$ cat src/rtl/fifo_wr_arbiter.sv
// Two-requester FIFO write-port arbiter: round-robin on ties, bursts of up to BURST_LEN words per grant.
// Optional per-requester accepted-word counters are enabled by defining FIFO_ARB_CNT_EN.
module fifo_wr_arbiter #(
    parameter int DATA_W    = 32,
    parameter int BURST_LEN = 4
) (
    input  logic              clk,
    input  logic              rst,
    input  logic              req0,
    input  logic              req1,
    input  logic [DATA_W-1:0] data0,
    input  logic [DATA_W-1:0] data1,
    output logic              gnt0,
    output logic              gnt1,
    output logic              ack0,
    output logic              ack1,
    input  logic              full_flag,
    output logic              en_w,
    output logic [DATA_W-1:0] data_in,
    output logic [15:0]       cnt0,
    output logic [15:0]       cnt1
);

    typedef enum logic [1:0] {
        IDLE = 2'd0,
        GNT0 = 2'd1,
        GNT1 = 2'd2
    } state_t;

    localparam logic [3:0] BURST_MAX = 4'(BURST_LEN);

    state_t      r_state;
    state_t      w_next;
    logic        r_last;
    logic        w_last_next;
    logic [3:0]  r_burst;
    logic [3:0]  w_burst_next;
    logic [3:0]  w_burst_inc;
    logic        w_in_gnt;
    logic        w_own;
    logic        w_req_own;
    logic        w_req_oth;
    logic        w_ack;
    logic        w_end;
    logic        w_ack0;
    logic        w_ack1;
    logic [DATA_W-1:0] w_data;

    // Requester-relative view of the current grant so both GNT states share one code path.
    always_comb begin
        w_in_gnt    = (r_state == GNT0) || (r_state == GNT1);
        w_own       = (r_state == GNT1);
        w_req_own   = w_own ? req1 : req0;
        w_req_oth   = w_own ? req0 : req1;
        w_ack       = w_in_gnt && w_req_own && !full_flag;
        w_burst_inc = r_burst + 4'd1;
        w_end       = !w_req_own || (w_ack && (w_burst_inc == BURST_MAX));
    end

    // Next-state, last-served and burst-count logic.
    always_comb begin
        w_next       = r_state;
        w_last_next  = r_last;
        w_burst_next = r_burst;
        case (r_state)
            IDLE: begin
                w_burst_next = 4'd0;
                if (req0 && !req1) begin
                    w_next = GNT0;
                end else if (req1 && !req0) begin
                    w_next = GNT1;
                end else if (req0 && req1) begin
                    w_next = r_last ? GNT0 : GNT1;
                end else begin
                    w_next = IDLE;
                end
            end
            GNT0, GNT1: begin
                // A full FIFO freezes the grant and burst count until space returns.
                if (full_flag) begin
                    w_next       = r_state;
                    w_burst_next = r_burst;
                end else if (w_end) begin
                    w_burst_next = 4'd0;
                    if (w_req_oth) begin
                        w_next      = w_own ? GNT0 : GNT1;
                        w_last_next = w_own;
                    end else if (w_req_own) begin
                        w_next = r_state;
                    end else begin
                        w_next      = IDLE;
                        w_last_next = w_own;
                    end
                end else if (w_ack) begin
                    w_burst_next = w_burst_inc;
                end else begin
                    w_burst_next = r_burst;
                end
            end
            default: begin
                w_next       = IDLE;
                w_burst_next = 4'd0;
            end
        endcase
    end

    // Per-requester write strobes and the muxed write data.
    always_comb begin
        w_ack0 = 1'b0;
        w_ack1 = 1'b0;
        w_data = '0;
        if (rst) begin
            w_ack0 = 1'b0;
            w_ack1 = 1'b0;
            w_data = '0;
        end else if (r_state == GNT0) begin
            w_ack0 = w_ack;
            w_data = data0;
        end else if (r_state == GNT1) begin
            w_ack1 = w_ack;
            w_data = data1;
        end else begin
            w_data = '0;
        end
    end

    // Outputs are forced low while reset is held so an aborted burst never writes.
    always_comb begin
        gnt0    = (r_state == GNT0) && !rst;
        gnt1    = (r_state == GNT1) && !rst;
        ack0    = w_ack0;
        ack1    = w_ack1;
        en_w    = w_ack0 || w_ack1;
        data_in = w_data;
    end

    // Arbiter state registers; requester 0 wins the first tie after reset.
    always_ff @(posedge clk) begin
        if (rst) begin
            r_state <= IDLE;
            r_last  <= 1'b1;
            r_burst <= 4'd0;
        end else begin
            r_state <= w_next;
            r_last  <= w_last_next;
            r_burst <= w_burst_next;
        end
    end

`ifdef FIFO_ARB_CNT_EN
    logic [15:0] r_cnt0;
    logic [15:0] r_cnt1;

    // Accepted-word counters, wrapping at 16 bits.
    always_ff @(posedge clk) begin
        if (rst) begin
            r_cnt0 <= 16'd0;
            r_cnt1 <= 16'd0;
        end else begin
            if (w_ack0) begin
                r_cnt0 <= r_cnt0 + 16'd1;
            end
            if (w_ack1) begin
                r_cnt1 <= r_cnt1 + 16'd1;
            end
        end
    end

    assign cnt0 = r_cnt0;
    assign cnt1 = r_cnt1;
`else
    assign cnt0 = 16'd0;
    assign cnt1 = 16'd0;
`endif

endmodule

$ cat config.mk
export PLATFORM = sky130hd
export DESIGN_NAME = fifo_wr_arbiter
export DESIGN_NICKNAME = d
export VERILOG_FILES = /design/src/rtl/fifo_wr_arbiter.sv
export SDC_FILE = /design/constraint.sdc
export NUM_CORES = 1
export LEC_CHECK = 0
export ABC_AREA = 0
export CAP_MARGIN = 20
export CORE_ASPECT_RATIO = 1.25
export CORE_MARGIN = 1
export CORE_UTILIZATION = 26
export CTS_BUF_LIST = sky130_fd_sc_hd__clkbuf_2 sky130_fd_sc_hd__clkbuf_4 sky130_fd_sc_hd__clkbuf_8
export DETAILED_ROUTE_END_ITERATION = 8
export GPL_TIMING_DRIVEN = 0
export PLACE_DENSITY = 0.82
export SLEW_MARGIN = 20
export SYNTH_ARGS = -nofsm -noshare
export SYNTH_HDL_FRONTEND = slang
export SYNTH_SLANG_ARGS = --single-unit
$ cat constraint.sdc
create_clock -name clk -period 2.7 [get_ports clk]
set_input_delay 0.405 -clock clk [delete_from_list [all_inputs] [get_ports clk]]
set_output_delay 0.405 -clock clk [all_outputs]
set_load 0.05 [all_outputs]
==> results of run 1 <==
==> critical path, stage by stage <==
cell	delay [ns]
clkdlybuf4s50_1	0.54
nor2b_4	0.16
nor2b_1	0.14
clkbuf_2	0.19
a22o_1	0.17
dlygate4sd2_1	0.53
==> routing by layer <==
metal / share of wire (%) / GRT usage [%] / up-vias
li1: - / - / 708
met1: 33 / 14.5 / 624
met2: 53 / 33.1 / 89
met3: 12 / 5.74 / 6
met4: 1.5 / 5.43 / 0
met5: 0 / 0 / -
==> cell type report <==
| class | instances | area (um2) | area share [%] |
|---|---|---|---|
| Timing Repair Buffer | 104 | 887 | 39.3 |
| Multi-Input combinational cell | 113 | 807 | 35.8 |
| Buffer | 41 | 299 | 13.2 |
| Sequential cell | 7 | 140 | 6.21 |
| Tap cell | 54 | 67.6 | 2.99 |
| Clock buffer | 4 | 48.8 | 2.16 |
| Inverter | 2 | 7.51 | 0.333 |
==> stage by stage <==
| stage | setup TNS, ns | power [uW] | hold slack (ns) | instance area, um2 | worst slack, ns |
|---|---|---|---|---|---|
| final | 0 | 922 | 0.463 | 2260 | 0.159 |
| after global routing | 0 | 975 | 0.481 | 2260 | 0.00281 |
| after CTS | 0 | 955 | 0.461 | 2440 | 0.00922 |
| after detailed placement | -20.39 | 802 | 0.493 | 2350 | -0.649 |
| after global placement | -20.05 | 795 | 0.484 | 2350 | -0.646 |
| after floorplan | 0 | 583 | 0.459 | 1240 | 0.0238 |
==> worst paths after layout <==
path                                  from  slack (ns)  cells past startpoint          end
worst max-delay path                   rst        0.16                      6  data_in[31]
worst min-delay path             full_flag        0.46                      3   r_burst[0]
worst min register to register  r_state[1]        0.50                      2   r_state[1]
worst max register to register  r_state[0]        0.62                      6   r_state[0]
==> power groups by stage <==
stage	registers, uW	clock network, uW	logic [uW]
after floorplan	119	0	464
final	119	158	645
after detailed placement	121	0	681
after CTS	119	163	673
after global routing	120	171	684
after global placement	121	0	675
==> sequential cells by signal, summed over array words and instances (netlist names) <==
name	flops
r_burst	4
r_last	1
r_state	2
==> logic make-up (layout without fill, tap and decap cells) <==
family	after synthesis	after routing	share of synthesized area (%)
AO/OA/AOI/OAI	47	47	35.9
flip-flops	7	7	13.0
multiplexers	3	3	2.90
other	1	32	0.348
AND/OR/NAND/NOR	26	26	14.9
adder cells (fa/ha/maj)	5	5	5.81
buffers and inverters	44	151	27.2
==> layout by cell type, fill, tap and decap left out, drive strengths merged, types with 2 or more instances in the layout <==
cell           instances
a22o                  32
clkdlybuf4s50         68
or4b                   3
nand2b                 3
inv                    2
nor2b                  4
dfxtp                  7
mux2i                  2
dlygate4sd2            4
ha                     5
conb                  32
buf                   63
a21oi                  8
and3                   2
nor2                   5
clkbuf                12
nand2                  4
clkdlybuf4s15          2
==> repair_timing <==
item / CTS / global route
cloned: 0 / 0
resized for setup: 109 / 63
endpoints found under the setup margin: 36 / 33
==> run_results.csv, run 1 <==
group,metric,value,unit
grt,overflow,0,
power,peakVddDrop,226,uV
timing,final-hold-violation-count,0,
placed_design,cell_total_after_placement,322,
power,pwr-share-comb,70.0,%
critical_path,crit_fanout,7,
synthesis,number_of_flops_mapped_to_enable_cells_by_yosys,0,
placed_design,gp_congestion,0.795,
die,num_rows,25,
timing,setup_viol_count_final,0,
finish,postLayoutCoreUtil,58.2,%
cts,cts-root-to-sink-buffers,2,
synthesis,post-synth-top-area-cell,"a22o_1",
synthesis,yosys_register_bits,7,
finish,finish.net_count,346,
grt,antenna_found_initial,0,
timing,setup_repair_after_global_routing_missed_its_margin,"no",
grt,grt_first_pass_wirelength,5500,um
synthesis,synth_cell_types,30,
synthesis,yosys_warnings,0,
power,clock_power_share,17.1,%
routing,first_pass_iters,4,
grt,grt_start_max_net_pins,11,
critical_path,start_kind,"input port",
timing,peak_freq,394,MHz
routing,routed_wirelength,3970,um
routing,vias_after_detailed_routing,1427,
synthesis,synth_top_area_cells,"a22o_1, buf_4, dfxtp_1",
finish,instances_no_fill,325,
cts,tritoncts.num_buffers,3,
critical_path,worstSetupPathType,"input port to output port",
critical_path,required,2.30,ns
placed_design,port-buffer-count,104,
timing,period_needed,2.54,ns
synthesis,ys_async_sr_fraction,0,%
die,die_h,74.0,um
run,maxCapViolations,0,
synthesis,synth.yosys.seq_area_share,13.0,%
power,pwr_density_cell,409,nW/um2
cts,clock-sinks,7,
power,p_leak,0.00115,uW
die,fp.dieW,59.6,um
cts,post-cts-setup-buffers,0,
critical_path,arrival,2.14,ns
timing,timing.slew.headroom,66.8,%
cts,hold_buffers,0,
die,initial_utilization,27.8,%
run_status,outcome,"complete, no violations",
cts,tritoncts,"built",
synthesis,post_synth_most_frequent_cells,"a22o_1, buf_4, clkbuf_1, a21oi_1, dfxtp_1",
grt,grt_usage,16.3,%
min_path,timing.hold.worst.class,"input port to flip-flop",
die,dieArea,4410,um2
placed_design,dp.final_hpwl,3350,um
power,internal_power_summed_over_all_cells,470,uW
synthesis,postSynth.topFlopCell,"dfxtp_1",
die,placeable_core_region,3880,um2
cts,path_clk_slew,0.04,ns
routing,post_drt_via_cell_ratio,4.39,
synthesis,syn_avg_cell_area,8.10,um2
synthesis,post_synth_inst_count,133,
routing,antenna_left,0,
die,io_pins,138,
cts,clock_tree.root_cell,"clkbuf_8",
power,netSwitchingFraction,49.0,%
routing,detail_route.drc_violations,0,
cts,cts.htree.levels,1,
timing,min_period_over_period,94.1,%
synthesis,mappedNetlistArea,1080,um2
grt,first_global_vias,1255,
finish,synthToLayoutAreaGrowth,110,%
routing,detail_route.iter0.violations,34,
routing,post_drt_wl_per_cell,12.2,um
timing,final.setup_skew,0.00156,ns
finish,post_route_cells_drive_above_1_share,40.6,%
power,total_switching_power,452,uW
critical_path,end_kind,"output port",
cts,clk_latency,0.23,ns
timing,slew_violations,0,
synthesis,netlist.area_leader.share,26.0,%
finish,layout.filler_cells,398,
power,power.share.sequential,12.9,%
timing,slew_at_the_pin_with_the_worst_max_slew_slack,0.497,ns
finish,antenna_diode_instance_count,0,
(Power assumes the default switching activity.)
==> run 2: changes to the inputs <==
--- a/config.mk
+++ b/config.mk
@@ -6,14 +6,12 @@
 export NUM_CORES = 1
 export LEC_CHECK = 0
 export ABC_AREA = 0
-export CAP_MARGIN = 20
-export CORE_ASPECT_RATIO = 1.25
-export CORE_MARGIN = 1
-export CORE_UTILIZATION = 26
+export CORE_AREA = 2 2 53 55
 export CTS_BUF_LIST = sky130_fd_sc_hd__clkbuf_2 sky130_fd_sc_hd__clkbuf_4 sky130_fd_sc_hd__clkbuf_8
 export DETAILED_ROUTE_END_ITERATION = 8
+export DIE_AREA = 0 0 55 57
+export DONT_BUFFER_PORTS = 1
 export GPL_TIMING_DRIVEN = 0
-export PLACE_DENSITY = 0.82
 export SLEW_MARGIN = 20
 export SYNTH_ARGS = -nofsm -noshare
 export SYNTH_HDL_FRONTEND = slang
==> run 2 against run 1 <==
  * Critical path type is now flip-flop to output port
  * Critical path depth increased by 1
  * Utilization up 1.5 points
  * Register-to-register slack better by 0.05 ns
  * Count of clock-buffer cells in the layout is the same
  * First-iteration DRC count down 56%
  * Non-clock buffer count down 104
  * Combinational power shrank 12%
  * Worst setup slack worse by 0.0041 ns
  * Global-route usage increased by 5.4 points
  * Wire length down 9.6%
  * Sequential power about the same
==> run_results.csv, run 2 (same netlist as run 1, synthesis figures left out) <==
group,metric,value,unit
timing,setup_tns,0,ns
cts,clk_latency,0.25,ns
placed_design,dp.final_hpwl,2780,um
critical_path,worstSetupPathType,"flip-flop to output port",
routing,post_drt_wl_per_cell,18.1,um
cts,hold_buffers,0,
timing,timing.slew.headroom,63.9,%
grt,overflow,0,
finish,layout_commonest_cell,"buf_4",
routing,first_pass_iters,4,
finish,reg_with_most_ffs,"r_burst",
min_path,timing.hold.worst.class,"input port to flip-flop",
timing,slew_violations,0,
finish,synthToLayoutAreaGrowth,44.8,%
cts,clock-sinks,7,
routing,routed_wirelength,3590,um
power,netSwitchingFraction,56.0,%
finish,post_route_cells_drive_above_1_share,47.9,%
die,placeable_core_region,2620,um2
grt,first_global_vias,1007,
power,p_leak,0.000830,uW
die,dieArea,3140,um2
die,io_pins,138,
power,pwr-share-comb,71.4,%
critical_path,start_kind,"flip-flop",
placed_design,gp_congestion,0.722,
cts,path_clk_slew,0.05,ns
finish,multi_input_gate_area,1040,um2
power,power.share.sequential,15.2,%
timing,setup_viol_count_final,0,
grt,grt_first_pass_wirelength,5000,um
power,internal_power_summed_over_all_cells,348,uW
die,die_h,57,um
placed_design,port-buffer-count,0,
cts,post-cts-setup-buffers,0,
timing,slew_at_the_pin_with_the_worst_max_slew_slack,0.544,ns
cts,tritoncts.num_buffers,3,
die,fp.dieW,55,um
cts,clock_tree.root_cell,"clkbuf_4",
finish,largest_register_ff_count,4,
timing,final.setup_skew,0.00484,ns
power,pwr_density_cell,506,nW/um2
finish,postLayoutCoreUtil,59.7,%
cts,cts-root-to-sink-buffers,2,
timing,peak_freq,393,MHz
routing,antenna_left,0,
finish,layout.filler_cells,244,
cts,cts.htree.levels,1,
power,peakVddDrop,264,uV
finish,finish.net_count,242,
timing,setup_repair_after_global_routing_missed_its_margin,"no",
timing,final-hold-violation-count,0,
finish,antenna_diode_instance_count,0,
grt,grt_start_max_net_pins,11,
power,clock_power_share,13.4,%
run_status,outcome,"complete, no violations",
die,initial_utilization,41.2,%
routing,detail_route.drc_violations,0,
timing,period_needed,2.54,ns
grt,grt_usage,21.7,%
die,num_rows,19,
finish,layout_top_registers,"r_burst: 4 flops, r_state: 2 flops, r_last: 1 flops",
critical_path,crit_fanout,10,
timing,min_period_over_period,94.2,%
critical_path,required,2.30,ns
routing,vias_after_detailed_routing,1063,
power,total_switching_power,442,uW
finish,mostFrequentLayoutCells,"buf_4, conb_1, a22o_4, a21oi_1, dfxtp_1",
finish,ff_latch_area,140,um2
critical_path,arrival,2.14,ns
run,maxCapViolations,0,
critical_path,end_kind,"output port",
grt,antenna_found_initial,0,
cts,tritoncts,"built",
routing,detail_route.iter0.violations,15,
routing,post_drt_via_cell_ratio,5.37,
==> run 2: critical path, stage by stage (launching register included) <==
cell	delay [ns]
dfxtp_1	0.34
inv_1	0.12
ha_4	0.20
nor2b_4	0.36
nor2b_1	0.17
buf_2	0.19
clkbuf_8	0.21
and3_4	0.30
==> run 2: power groups by stage <==
stage	Clock [uW]	Sequential, uW	Combinational (uW)
after floorplan	0	119	464
after global placement	0	121	494
after detailed placement	0	121	499
after CTS	113	119	557
after global routing	119	121	589
final	106	120	565
==> run 2: path summary, 6_finish.rpt <==
check | start | end | slack (ns) | cells after the start
worst max-delay path | r_state[0] | ack1 | 0.16 | 7
worst min register to register | r_state[0] | r_state[0] | 0.50 | 2
worst max register to register | r_burst[0] | r_state[0] | 0.67 | 5
worst min-delay path | rst | r_state[0] | 0.22 | 1
==> run 2: final cells by class <==
| class | instances | share of cell area (%) |
|---|---|---|
| plain buffers | 41 | 19.5 |
| clock buffers | 4 | 1.92 |
| inverters | 2 | 0.481 |
| multi-input cells | 113 | 66.6 |
| flip-flops and latches | 7 | 8.98 |
| well taps | 31 | 2.49 |
==> run 2: per-layer routing <==
layer	share of wire [%]	global-route usage, %
met3	12	9.42
met5	0	0
met2	51	37.8
met4	2.5	8.01
met1	34	22.2
==> run 2: stage by stage <==
stage / power, uW / hold slack, ns / worst slack [ns] / area (um2) / instances
detailed placement: 621 / 0.477 / -0.297 / 1280 / 195
floorplan: 583 / 0.459 / 0.0238 / 1240 / 164
global placement: 614 / 0.479 / -0.245 / 1280 / 195
finish: 790 / 0.220 / 0.155 / 1560 / 198
global route: 829 / 0.205 / 0.0232 / 1560 / 198
CTS: 789 / 0.207 / 0.0115 / 1550 / 198
==> run 2: repair_timing <==
| item | CTS | global route |
|---|---|---|
| gates cloned | 0 | 0 |
| setup endpoints to repair | 34 | 27 |
| pin swaps | 0 | 0 |
| resized for setup | 42 | 9 |
